===== src/rtl/mem_pkg.sv =====
// Shared types for the memory request path: default widths, opcode, request record.
package mem_pkg;

  localparam int MEM_ADDR_W = 16;
  localparam int MEM_DATA_W = 16;

  typedef enum logic {
    OP_READ  = 1'b0,
    OP_WRITE = 1'b1
  } op_e;

  typedef struct packed {
    op_e                   op;
    logic [MEM_ADDR_W-1:0] address;
    logic [MEM_DATA_W-1:0] wdata;
  } mem_req_t;

endpackage


===== src/rtl/mem_req_issuer_sync_fifo.sv =====
// Synchronous FIFO with wrap-bit pointers. Status flags come from registered
// pointers only, so a pop never frees space in the same cycle.
module sync_fifo #(
  parameter int WIDTH = 8,
  parameter int DEPTH = 8
) (
  input  logic                     clk,
  input  logic                     reset,
  input  logic                     push,
  input  logic                     pop,
  input  logic [WIDTH-1:0]         din,
  output logic [WIDTH-1:0]         dout,
  output logic                     full,
  output logic                     empty,
  output logic [$clog2(DEPTH):0]   count
);

  localparam int AW = $clog2(DEPTH);

  logic [WIDTH-1:0] mem [DEPTH];
  logic [AW:0]      wr_ptr;
  logic [AW:0]      rd_ptr;
  logic             do_push;
  logic             do_pop;

  assign do_push = push && !full;
  assign do_pop  = pop && !empty;

  // full when the wrap bits differ but the index bits match
  assign full  = (wr_ptr[AW] != rd_ptr[AW]) && (wr_ptr[AW-1:0] == rd_ptr[AW-1:0]);
  assign empty = (wr_ptr == rd_ptr);
  assign count = wr_ptr - rd_ptr;
  assign dout  = mem[rd_ptr[AW-1:0]];

  // pointer update; reset discards any buffered entries
  always_ff @(posedge clk) begin
    if (reset) begin
      wr_ptr <= '0;
      rd_ptr <= '0;
    end else begin
      if (do_push) wr_ptr <= wr_ptr + 1'b1;
      if (do_pop)  rd_ptr <= rd_ptr + 1'b1;
    end
  end

  // storage array, contents are don't-care until written
  always_ff @(posedge clk) begin
    if (do_push && !reset) mem[wr_ptr[AW-1:0]] <= din;
  end

endmodule


===== src/rtl/mem_req_issuer.sv =====
// Request stage in front of memory_controller: buffers requests, issues them in
// program order under a credit cap, and registers completions back upstream.
module mem_req_issuer
  import mem_pkg::*;
#(
  parameter int ADDR_W          = MEM_ADDR_W,
  parameter int DATA_W          = MEM_DATA_W,
  parameter int FIFO_DEPTH      = 8,
  parameter int MAX_OUTSTANDING = 4
) (
  input  logic              clk,
  input  logic              reset,
  input  logic              req_valid,
  output logic              req_ready,
  input  logic              req_write,
  input  logic [ADDR_W-1:0] req_address,
  input  logic [DATA_W-1:0] req_wdata,
  output logic              mc_wr_en,
  output logic [ADDR_W-1:0] mc_wr_address,
  output logic [DATA_W-1:0] mc_wr_data,
  output logic              mc_rd_en,
  output logic [ADDR_W-1:0] mc_rd_address,
  input  logic              mc_wr_ret_ack,
  input  logic [ADDR_W-1:0] mc_wr_ret_address,
  input  logic              mc_rd_ret_ack,
  input  logic [ADDR_W-1:0] mc_rd_ret_address,
  input  logic [DATA_W-1:0] mc_rd_ret_data,
  output logic              wr_rsp_valid,
  output logic [ADDR_W-1:0] wr_rsp_address,
  output logic              rd_rsp_valid,
  output logic [ADDR_W-1:0] rd_rsp_address,
  output logic [DATA_W-1:0] rd_rsp_data,
  output logic [3:0]        outstanding,
  output logic              err_underflow
);

  localparam int         REQ_W   = $bits(mem_req_t);
  localparam int         CNT_W   = $clog2(FIFO_DEPTH) + 1;
  localparam logic [3:0] MAX_OUT = 4'(MAX_OUTSTANDING);

  // elaboration-time guards on the parameter set
  generate
    if (ADDR_W != MEM_ADDR_W || DATA_W != MEM_DATA_W) begin : g_bad_width
      $error("mem_req_issuer: ADDR_W/DATA_W must match mem_pkg request widths");
    end
    if (MAX_OUTSTANDING < 1 || MAX_OUTSTANDING > 15) begin : g_bad_max
      $error("mem_req_issuer: MAX_OUTSTANDING must be 1..15");
    end
    if (FIFO_DEPTH < 2 || (FIFO_DEPTH & (FIFO_DEPTH - 1)) != 0) begin : g_bad_depth
      $error("mem_req_issuer: FIFO_DEPTH must be a power of two >= 2");
    end
  endgenerate

  mem_req_t         push_req;
  mem_req_t         head_req;
  logic [REQ_W-1:0] head_bits;
  logic             fifo_full;
  logic             fifo_empty;
  logic             push;
  logic             issue;
  logic [CNT_W-1:0] unused_fifo_count;  // level not needed here; flags suffice

  logic [4:0]       out_plus;
  logic [4:0]       out_dec;
  logic [4:0]       out_diff;
  logic             underflow_now;

  assign push_req = '{op: (req_write ? OP_WRITE : OP_READ),
                      address: req_address,
                      wdata: req_wdata};

  assign req_ready = !fifo_full;
  assign push      = req_valid && !fifo_full;

  sync_fifo #(
    .WIDTH (REQ_W),
    .DEPTH (FIFO_DEPTH)
  ) u_fifo (
    .clk   (clk),
    .reset (reset),
    .push  (push),
    .pop   (issue),
    .din   (push_req),
    .dout  (head_bits),
    .full  (fifo_full),
    .empty (fifo_empty),
    .count (unused_fifo_count)
  );

  assign head_req = mem_req_t'(head_bits);

  // credit check uses the count as it stood at the start of the cycle
  assign issue = !fifo_empty && (outstanding < MAX_OUT);

  // one registered strobe per issue; address/data hold between issues
  always_ff @(posedge clk) begin
    if (reset) begin
      mc_wr_en      <= 1'b0;
      mc_rd_en      <= 1'b0;
      mc_wr_address <= '0;
      mc_wr_data    <= '0;
      mc_rd_address <= '0;
    end else begin
      mc_wr_en <= issue && (head_req.op == OP_WRITE);
      mc_rd_en <= issue && (head_req.op == OP_READ);
      if (issue && head_req.op == OP_WRITE) begin
        mc_wr_address <= head_req.address;
        mc_wr_data    <= head_req.wdata;
      end
      if (issue && head_req.op == OP_READ) begin
        mc_rd_address <= head_req.address;
      end
    end
  end

  // net credit change: +1 per issue, -1 per ack; below zero clamps and flags
  assign out_plus      = {1'b0, outstanding} + {4'd0, issue};
  assign out_dec       = {4'd0, mc_wr_ret_ack} + {4'd0, mc_rd_ret_ack};
  assign out_diff      = out_plus - out_dec;
  assign underflow_now = (out_plus < out_dec);

  // in-flight counter and sticky underflow flag
  always_ff @(posedge clk) begin
    if (reset) begin
      outstanding   <= '0;
      err_underflow <= 1'b0;
    end else begin
      outstanding <= underflow_now ? 4'd0 : out_diff[3:0];
      if (underflow_now) err_underflow <= 1'b1;
    end
  end

  // completions pass straight back, one register stage, no backpressure
  always_ff @(posedge clk) begin
    if (reset) begin
      wr_rsp_valid   <= 1'b0;
      wr_rsp_address <= '0;
      rd_rsp_valid   <= 1'b0;
      rd_rsp_address <= '0;
      rd_rsp_data    <= '0;
    end else begin
      wr_rsp_valid   <= mc_wr_ret_ack;
      wr_rsp_address <= mc_wr_ret_address;
      rd_rsp_valid   <= mc_rd_ret_ack;
      rd_rsp_address <= mc_rd_ret_address;
      rd_rsp_data    <= mc_rd_ret_data;
    end
  end

endmodule

===== config.mk =====
export PLATFORM = sky130hd
export DESIGN_NAME = mem_req_issuer
export DESIGN_NICKNAME = d
export VERILOG_FILES = /design/src/rtl/mem_pkg.sv /design/src/rtl/mem_req_issuer_sync_fifo.sv /design/src/rtl/mem_req_issuer.sv
export SDC_FILE = /design/constraint.sdc
export NUM_CORES = 1
export LEC_CHECK = 0
export ABC_AREA = 1
export ABC_CLOCK_PERIOD_IN_PS = 3700
export CAP_MARGIN = 20
export CORE_UTILIZATION = 55
export DETAILED_ROUTE_END_ITERATION = 7
export PLACE_DENSITY = 0.8
export SLEW_MARGIN = 25
export SYNTH_ARGS = -nofsm -noshare
export SYNTH_HDL_FRONTEND = slang
export SYNTH_HIERARCHICAL = 1
export SYNTH_SLANG_ARGS = --single-unit
export TNS_END_PERCENT = 20

===== constraint.sdc =====
create_clock -name clk -period 3.7 [get_ports clk]
set_input_delay 0.74 -clock clk [delete_from_list [all_inputs] [get_ports clk]]
set_output_delay 0.74 -clock clk [all_outputs]
set_load 0.02 [all_outputs]

Word level (Yosys, flattened, before mapping):

Memory sizes are Yosys's and may differ from the RTL's. A register that Yosys moved wholly into a read port is not among the register bits.
Index checks and enable logic that the tools add are counted.

* eq/ne operators: 3
* reduce and logical (&&, ||, !) cells: 12
* mux-type cells: 5
* order comparisons: 2
* $add $sub $neg: 5
* bitwise logic cells: 1

Operators by type and width (number)
* 4-bit by 1-bit adder with 4-bit output, second input constant: 2
* 1-bit logical AND: 8
* 3-bit two-way mux: 2
* 4-bit by 1-bit adder with 5-bit output: 1
* 5-bit by 2-bit less-than comparator with 1-bit output: 1
* 4-bit equality test: 1
* 4-bit by 3-bit less-than comparator with 1-bit output, second input constant: 1
* 4-bit by 2-bit subtractor with 4-bit output: 1
* 3-bit equality test: 1
* 1-bit logical NOT: 3
* 1-bit two-way mux: 3
* 1-bit by 1-bit adder with 2-bit output: 1
* 2-bit OR reduction: 1
* 1-bit != test: 1
* 1-bit NOT: 1

* memory bits (writable): 264
* register bits: 113
* output and inout port bits: 106
* logic and storage cells: 43
* memories kept: 1
* bits of input ports: 86

Memories
* u_fifo.mem: depth 8, bits a word 33, rd ports 1, clocked after memory_dff 1, write ports 1, line mem_req_issuer_sync_fifo.sv:20 `logic [WIDTH-1:0] mem [DEPTH];`

Logic depth before layout (Yosys ltp):

Gate-level depths: netlist (run 1).

* word-level depth: 8
* gate-level depth with buffers: 19
* depth with buffers taken out: 18

Hierarchy:

The synthesis (run 1) kept the hierarchy.

By module, submodules not included
* sync_fifo: seq. area each 8147.8 um^2, instances 1, cells each 911, area each 11056.9 um^2
* mem_req_issuer: seq. area each 2102.0 um^2, instances 1, cells each 431, area each 3563.4 um^2

Least setup slack after synthesis (run 1):

No wires, ideal clock.

* path type: register -> register
* start point: reg u_fifo.rd_ptr[2]
* end point: mem u_fifo/mem[0][0] (netlist bit) (enable)
* clock period less this slack: 3.348 ns
* data required time: 3.277 ns
* stages on the path, launching flop included: 12
* setup slack: 0.352 ns
* path buffers: 0
* setup time: 0.423 ns
* arrival: 2.925 ns
* cells stage by stage: dfxtp_1 > inv_1 > ha_1 > nand2_1 > nor2_1 > nand2_1 > inv_1 > nor2_1 > nand2_1 > inv_1 > nand2_1 > nor2_1

* longest elaborated chain between the ends: 8

RTL lines
* start, declared: line mem_req_issuer_sync_fifo.sv:22 `logic [AW:0] rd_ptr;`
* start signal, assigned: line mem_req_issuer_sync_fifo.sv:42 `if (do_pop) rd_ptr <= rd_ptr + 1'b1;`
* 3-bit equality test: line mem_req_issuer_sync_fifo.sv:30 `assign full = (wr_ptr[AW] != rd_ptr[AW]) && (wr_ptr[AW-1:0] == rd_ptr[AW-1:0]);`
* 1-bit logical AND: line mem_req_issuer_sync_fifo.sv:30
* via fifo_full: line mem_req_issuer.sv:57 `logic fifo_full;`
* 1-bit logical NOT: line mem_req_issuer.sv:73 `assign push = req_valid && !fifo_full;`
* 1-bit logical AND: line mem_req_issuer.sv:73
* via push: line mem_req_issuer.sv:59 `logic push;`
* 1-bit logical AND: line mem_req_issuer_sync_fifo.sv:26 `assign do_push = push && !full;`
* 1-bit logical AND: line mem_req_issuer_sync_fifo.sv:48 `if (do_push && !reset) mem[wr_ptr[AW-1:0]] <= din;`
* 1-bit two-way mux: line mem_req_issuer_sync_fifo.sv:48
* 1-bit two-way mux (implied by the code): line mem_req_issuer_sync_fifo.sv:48
* end, declared: line mem_req_issuer_sync_fifo.sv:20

The timed path passes the listed nets, and every way through them passes these cells.

Worst setup path after layout (run 1):

* start point: reg u_fifo.wr_ptr[2]
* end point: out req_ready

* longest elaborated chain between the ends: 3

RTL lines
* start, declared: line mem_req_issuer_sync_fifo.sv:21 `logic [AW:0] wr_ptr;`
* start signal, assigned: line mem_req_issuer_sync_fifo.sv:41 `if (do_push) wr_ptr <= wr_ptr + 1'b1;`
* 3-bit equality test: line mem_req_issuer_sync_fifo.sv:30
* 1-bit logical AND: line mem_req_issuer_sync_fifo.sv:30
* via fifo_full: line mem_req_issuer.sv:57
* 1-bit logical NOT: line mem_req_issuer.sv:72 `assign req_ready = !fifo_full;`
* end, declared: line mem_req_issuer.sv:14 `output logic req_ready,`

The timed path passes the listed nets, and every way through them passes these cells.

==> impl_metrics.ini, run 1 <==
[clock_network]
cts_made_buffers = 38
post_cts_resize_count = 0
cts-root-buf = clkbuf_16
postCtsSetupBuffers = 0
clk_pin_slew_ns = 0.06
holdBufCountCts = 0
clkLatencyLatePin_ns = 0.52
ctsLongestPathBuffers = 3
cts_tree = done
cts_max_level = 2
clock-sinks = 380

[critical_path]
cp-start-kind = flop
cp_data_arrival_time_ns = 2.32
path_cells = ha_1 -> nand2_1 -> nor2_1 -> nand2_1 -> inv_1 -> inv_1 -> clkdlybuf4s50_1
end_kind = output pin
path_buf_inv = 3
cp_max_fo = 9
critical_path_required_ns = 2.96
cp_top_family = buffers and inverters
path_class = flop to output pin
slowest_stage = clkdlybuf4s50_1
crit_path_max_incr_delay_ns = 0.59

[route]
drt-initial-drc-count = 1154
drtPass1Iterations = 5
via_count = 10200
wl_per_cell_um = 17.8
antenna_left = 0
wl_mm = 33.3
viasPerCell = 5.45
drc = 0

[synth]
syn_area_per_cell_um2 = 10.9
ys_warn_count = 6
netlist_area_um2 = 14600
syn_nets = 1433
syn_inst = 1336

[sta]
relSlewSlack_pct = 44.7
finalSetupViolations = 0
rsz0062_at_grt = false
min_period_ns = 3.06
fin_crit_sh_pct = 82.6
finalHoldViolations = 0
setup_tns_ns = 0
finalMaxSlewViolations = 0
max_freq_mhz = 327
final.setup_skew_ns = 0.0142
tightest_slew_ns = 0.830
whs_ns = 0.456

[global_route]
grt_pass1_wl_mm = 51.2
grt_max_degree = 107
track_usage_pct = 24.5
antenna_found_initial = 1
grt_busiest_layer = met2
grtUsageMet2_pct = 42.2
overflow = 0
grtUsageMet1_pct = 32.3
use_met3_pct = 3.29
grt_pass1_vias = 9698

[placement]
port_buffers = 191
place_area_um2 = 16600
routabilityCongestion = 0.764
placedCellCount = 1805
hpwl_mm = 19.3

[layout]
area_delta_synth_final_pct = 22.7
fin_area_um2 = 17900
final_nets = 1607
layout_commonest_cell = nor2_1
stdcell_count = 1876
drive_above_1_share_pct = 5.71
final_cell_mix = nor2_1 (268), edfxtp_1 (264), clkdlybuf4s50_1 (190), nand2_1 (188), o21ai_0 (121)
fin_util_pct = 68.8

[floorplan]
core-area_um2 = 26000
die_x_um = 165
initial_core_util_pct = 56.1
die-area_um2 = 27100
io_pins = 192
fp.dieH_um = 165
num_rows = 59

[status]
status = finished clean

[worst_hold_path]
hp-class = flop to flop

[power_and_ir_drop]
p_leak_nw = 6.57
power.density_nw_per_um2 = 699
vdd_drop_max_uv = 414

[job]
drv_cap = 0
## worst register-to-register path, stage by stage (launching register included)
cell,delay [ns]
dfxtp_1,0.52
ha_1,0.30
nand2_1,0.07
nor2_1,0.06
nand2_1,0.14
inv_1,0.07
nor2_1,0.25
nand2_1,0.16
inv_1,0.12
nand2_1,0.26
nor2_4,0.17
buf_4,0.48
## path summary, 6_finish.rpt
path         slack [ns]                          end  depth (start not counted)                     startpoint
min                0.46   mc_wr_data[8]$_SDFFE_PP0P_                          2     mc_wr_data[8]$_SDFFE_PP0P_
max reg2reg        0.71  u_fifo/mem[0][17]$_DFFE_PP_                         11  u_fifo/wr_ptr[2]$_SDFFE_PP0P_
min reg2reg        0.46   mc_wr_data[8]$_SDFFE_PP0P_                          2     mc_wr_data[8]$_SDFFE_PP0P_
max                0.64                    req_ready                          7  u_fifo/wr_ptr[2]$_SDFFE_PP0P_
## per-layer routing
| metal | up-vias | part of all wire (%) |
|---|---|---|
| met4 | 0 | 2.2 |
| met1 | 4854 | 39 |
| met5 | - | 0 |
| li1 | 4849 | - |
| met2 | 445 | 51 |
| met3 | 70 | 7.2 |
## layout make-up
| type | instances | area [um^2] |
|---|---|---|
| repair buffers | 212 | 2070 |
| diodes | 1 | 2.50 |
| well taps | 335 | 419 |
| clock inverters | 12 | 113 |
| inverters | 79 | 298 |
| fillers | 1775 | 8110 |
| multi-input cells | 799 | 3600 |
| clock buffers | 58 | 1110 |
| flip-flops and latches | 380 | 10300 |
## state kept, by name, indices dropped and copies added (netlist names), named ones only
register and count:
err_underflow 1, mc_rd_address 16, mc_rd_en 1, mc_wr_address 16, mc_wr_data 16, mc_wr_en 1, outstanding 4, rd_rsp_address 16
rd_rsp_data 16, rd_rsp_valid 1, u_fifo/mem 264, u_fifo/rd_ptr 4, u_fifo/wr_ptr 4, wr_rsp_address 16, wr_rsp_valid 1
## through the flow
stage          total power, mW  setup WS, ns
5_1_grt                   13.2         0.483
2_1_floorplan             7.68         0.396
6_report                  12.5         0.643
3_3_place_gp              8.66         0.828
3_5_place_dp              8.80         0.733
4_1_cts                   12.5         0.622
## power breakdown
group | internal [mW] | switching [mW]
clock | 2.21 | 1.51
combinational | 1.27 | 2.34
sequential | 4.87 | 0.284
total | 8.35 | 4.14
Note: power is estimated with default switching activity, not from simulation.
==> run 2: changes to the inputs <==
--- a/config.mk
+++ b/config.mk
@@ -6,7 +6,7 @@
 export NUM_CORES = 1
 export LEC_CHECK = 0
 export ABC_AREA = 1
-export ABC_CLOCK_PERIOD_IN_PS = 3700
+export ABC_CLOCK_PERIOD_IN_PS = 3200
 export CAP_MARGIN = 20
 export CORE_UTILIZATION = 55
 export DETAILED_ROUTE_END_ITERATION = 7
==> constraint.sdc (replaced) <==
create_clock -name clk -period 3.2 [get_ports clk]
set_input_delay 0.64 -clock clk [delete_from_list [all_inputs] [get_ports clk]]
set_output_delay 0.64 -clock clk [all_outputs]
set_load 0.02 [all_outputs]
==> run 2 against run 1 <==
Compared with the run above: final cell count barely moved; flip-flop and latch count unchanged; sequential share of layout area about the same; critical path type unchanged; largest cell class unchanged; highest routed layer unchanged.
==> impl_metrics.ini, run 2 (synthesis gave the netlist of run 1 again) <==
[placement]
hpwl_mm = 19.6
pre_cts_slack_ns = 0.415
port_buffers = 191
placedCellCount = 1808
routabilityCongestion = 0.806

[floorplan]
core-area_um2 = 26000
initial_core_util_pct = 56.1
die-area_um2 = 27100
die_x_um = 165
num_rows = 59
fp.dieH_um = 165
io_pins = 192

[clock_network]
cts_tree = done
postCtsSetupBuffers = 0
clk_pin_slew_ns = 0.06
post_cts_resize_count = 0
clock-sinks = 380
cts-root-buf = clkbuf_16
ctsLongestPathBuffers = 3
holdBufCountCts = 0
clkLatencyLatePin_ns = 0.52
cts_max_level = 2
cts_made_buffers = 38

[route]
antenna_left = 0
drc = 0
wl_per_cell_um = 17.5
wl_mm = 32.9
viasPerCell = 5.39
drtPass1Iterations = 6
drt-initial-drc-count = 884
via_count = 10100

[critical_path]
path_class = flop to output pin
end_kind = output pin
r2r_slack_ns = 0.36
critical_path_required_ns = 2.56
cp-start-kind = flop
cp_data_arrival_time_ns = 2.32
cp_max_fo = 6

[layout]
final_nets = 1610
drive_above_1_share_pct = 5.77
area_delta_synth_final_pct = 22.8
largest_reg_flops = 264
fin_util_pct = 68.8
layout_commonest_cell = nor2_1
final_cell_mix = nor2_1 (268), edfxtp_1 (264), clkdlybuf4s50_1 (190), nand2_1 (188), o21ai_0 (121)
antenna_cells = 0
num-fill-cells = 1782
stdcell_count = 1877

[power_and_ir_drop]
p_leak_nw = 6.56
vdd_drop_max_uv = 499
total_power_mw = 14.2
power.density_nw_per_um2 = 796

[sta]
fin_ws_ns = 0.239
finalSetupViolations = 0
final.setup_skew_ns = 0.0147
tightest_slew_ns = 0.890
fin_crit_sh_pct = 92.5
relSlewSlack_pct = 40.7
finalMaxSlewViolations = 0
min_period_ns = 2.96
rsz0062_at_grt = false
max_freq_mhz = 338
whs_ns = 0.451
finalHoldViolations = 0

[global_route]
grt_pass1_wl_mm = 49.9
antenna_found_initial = 0
grt_pass1_vias = 9519
grt_max_degree = 109
overflow = 0
track_usage_pct = 24.1

[status]
status = finished clean

[job]
drv_cap = 0

[worst_hold_path]
hp-class = flop to flop
==> run 2: worst paths after layout <==
| kind | start | endpoint | cells after the start |
|---|---|---|---|
| setup / recovery | u_fifo/wr_ptr[0]$_SDFFE_PP0P_ | req_ready | 8 |
| hold / removal | err_underflow$_SDFFE_PP0N_ | err_underflow$_SDFFE_PP0N_ | 2 |
| setup reg to reg | u_fifo/wr_ptr[0]$_SDFFE_PP0P_ | outstanding[1]$_SDFF_PP0_ | 16 |
| hold reg to reg | err_underflow$_SDFFE_PP0N_ | err_underflow$_SDFFE_PP0N_ | 2 |
==> run 2: metal layers <==
metal,GRT usage [%],up-vias,part of all wire (%)
met5,0,-,0
met3,3.29,62,6.2
met4,7.13,0,1.8
li1,-,4852,-
met1,31.0,4865,40
met2,42.5,337,52
==> run 2: final cells by class <==
type | instances | area, um^2 | share of cell area (%)
timing repair buffer | 215 | 2180 | 12.2
tap | 335 | 419 | 2.34
inverter | 79 | 298 | 1.66
sequential | 380 | 10300 | 57.3
clock inverter | 12 | 63.8 | 0.357
clock buffer | 57 | 1070 | 6.00
multi-input combinational | 799 | 3600 | 20.1
==> run 2: where the power goes <==
group	switching, mW	leakage (nW)	internal (mW)
clock network	1.74	0.551	2.32
registers	0.313	3.34	5.63
logic	2.72	2.67	1.52
==> run 2: stage by stage <==
| step | area, um^2 | TNS, ns |
|---|---|---|
| floorplan | 14600 | -13.71 |
| global placement | 16700 | 0 |
| detailed placement | 16700 | 0 |
| CTS | 17900 | 0 |
| global route | 17900 | 0 |
| finish | 17900 | 0 |
==> run 2: worst max-delay path, stage by stage, from the launching register on <==
cell	delay [ns]
dfxtp_1	0.43
inv_1	0.11
ha_1	0.31
inv_1	0.05
nor2_1	0.05
nand2_1	0.14
inv_1	0.07
inv_1	0.06
clkdlybuf4s50_1	0.59
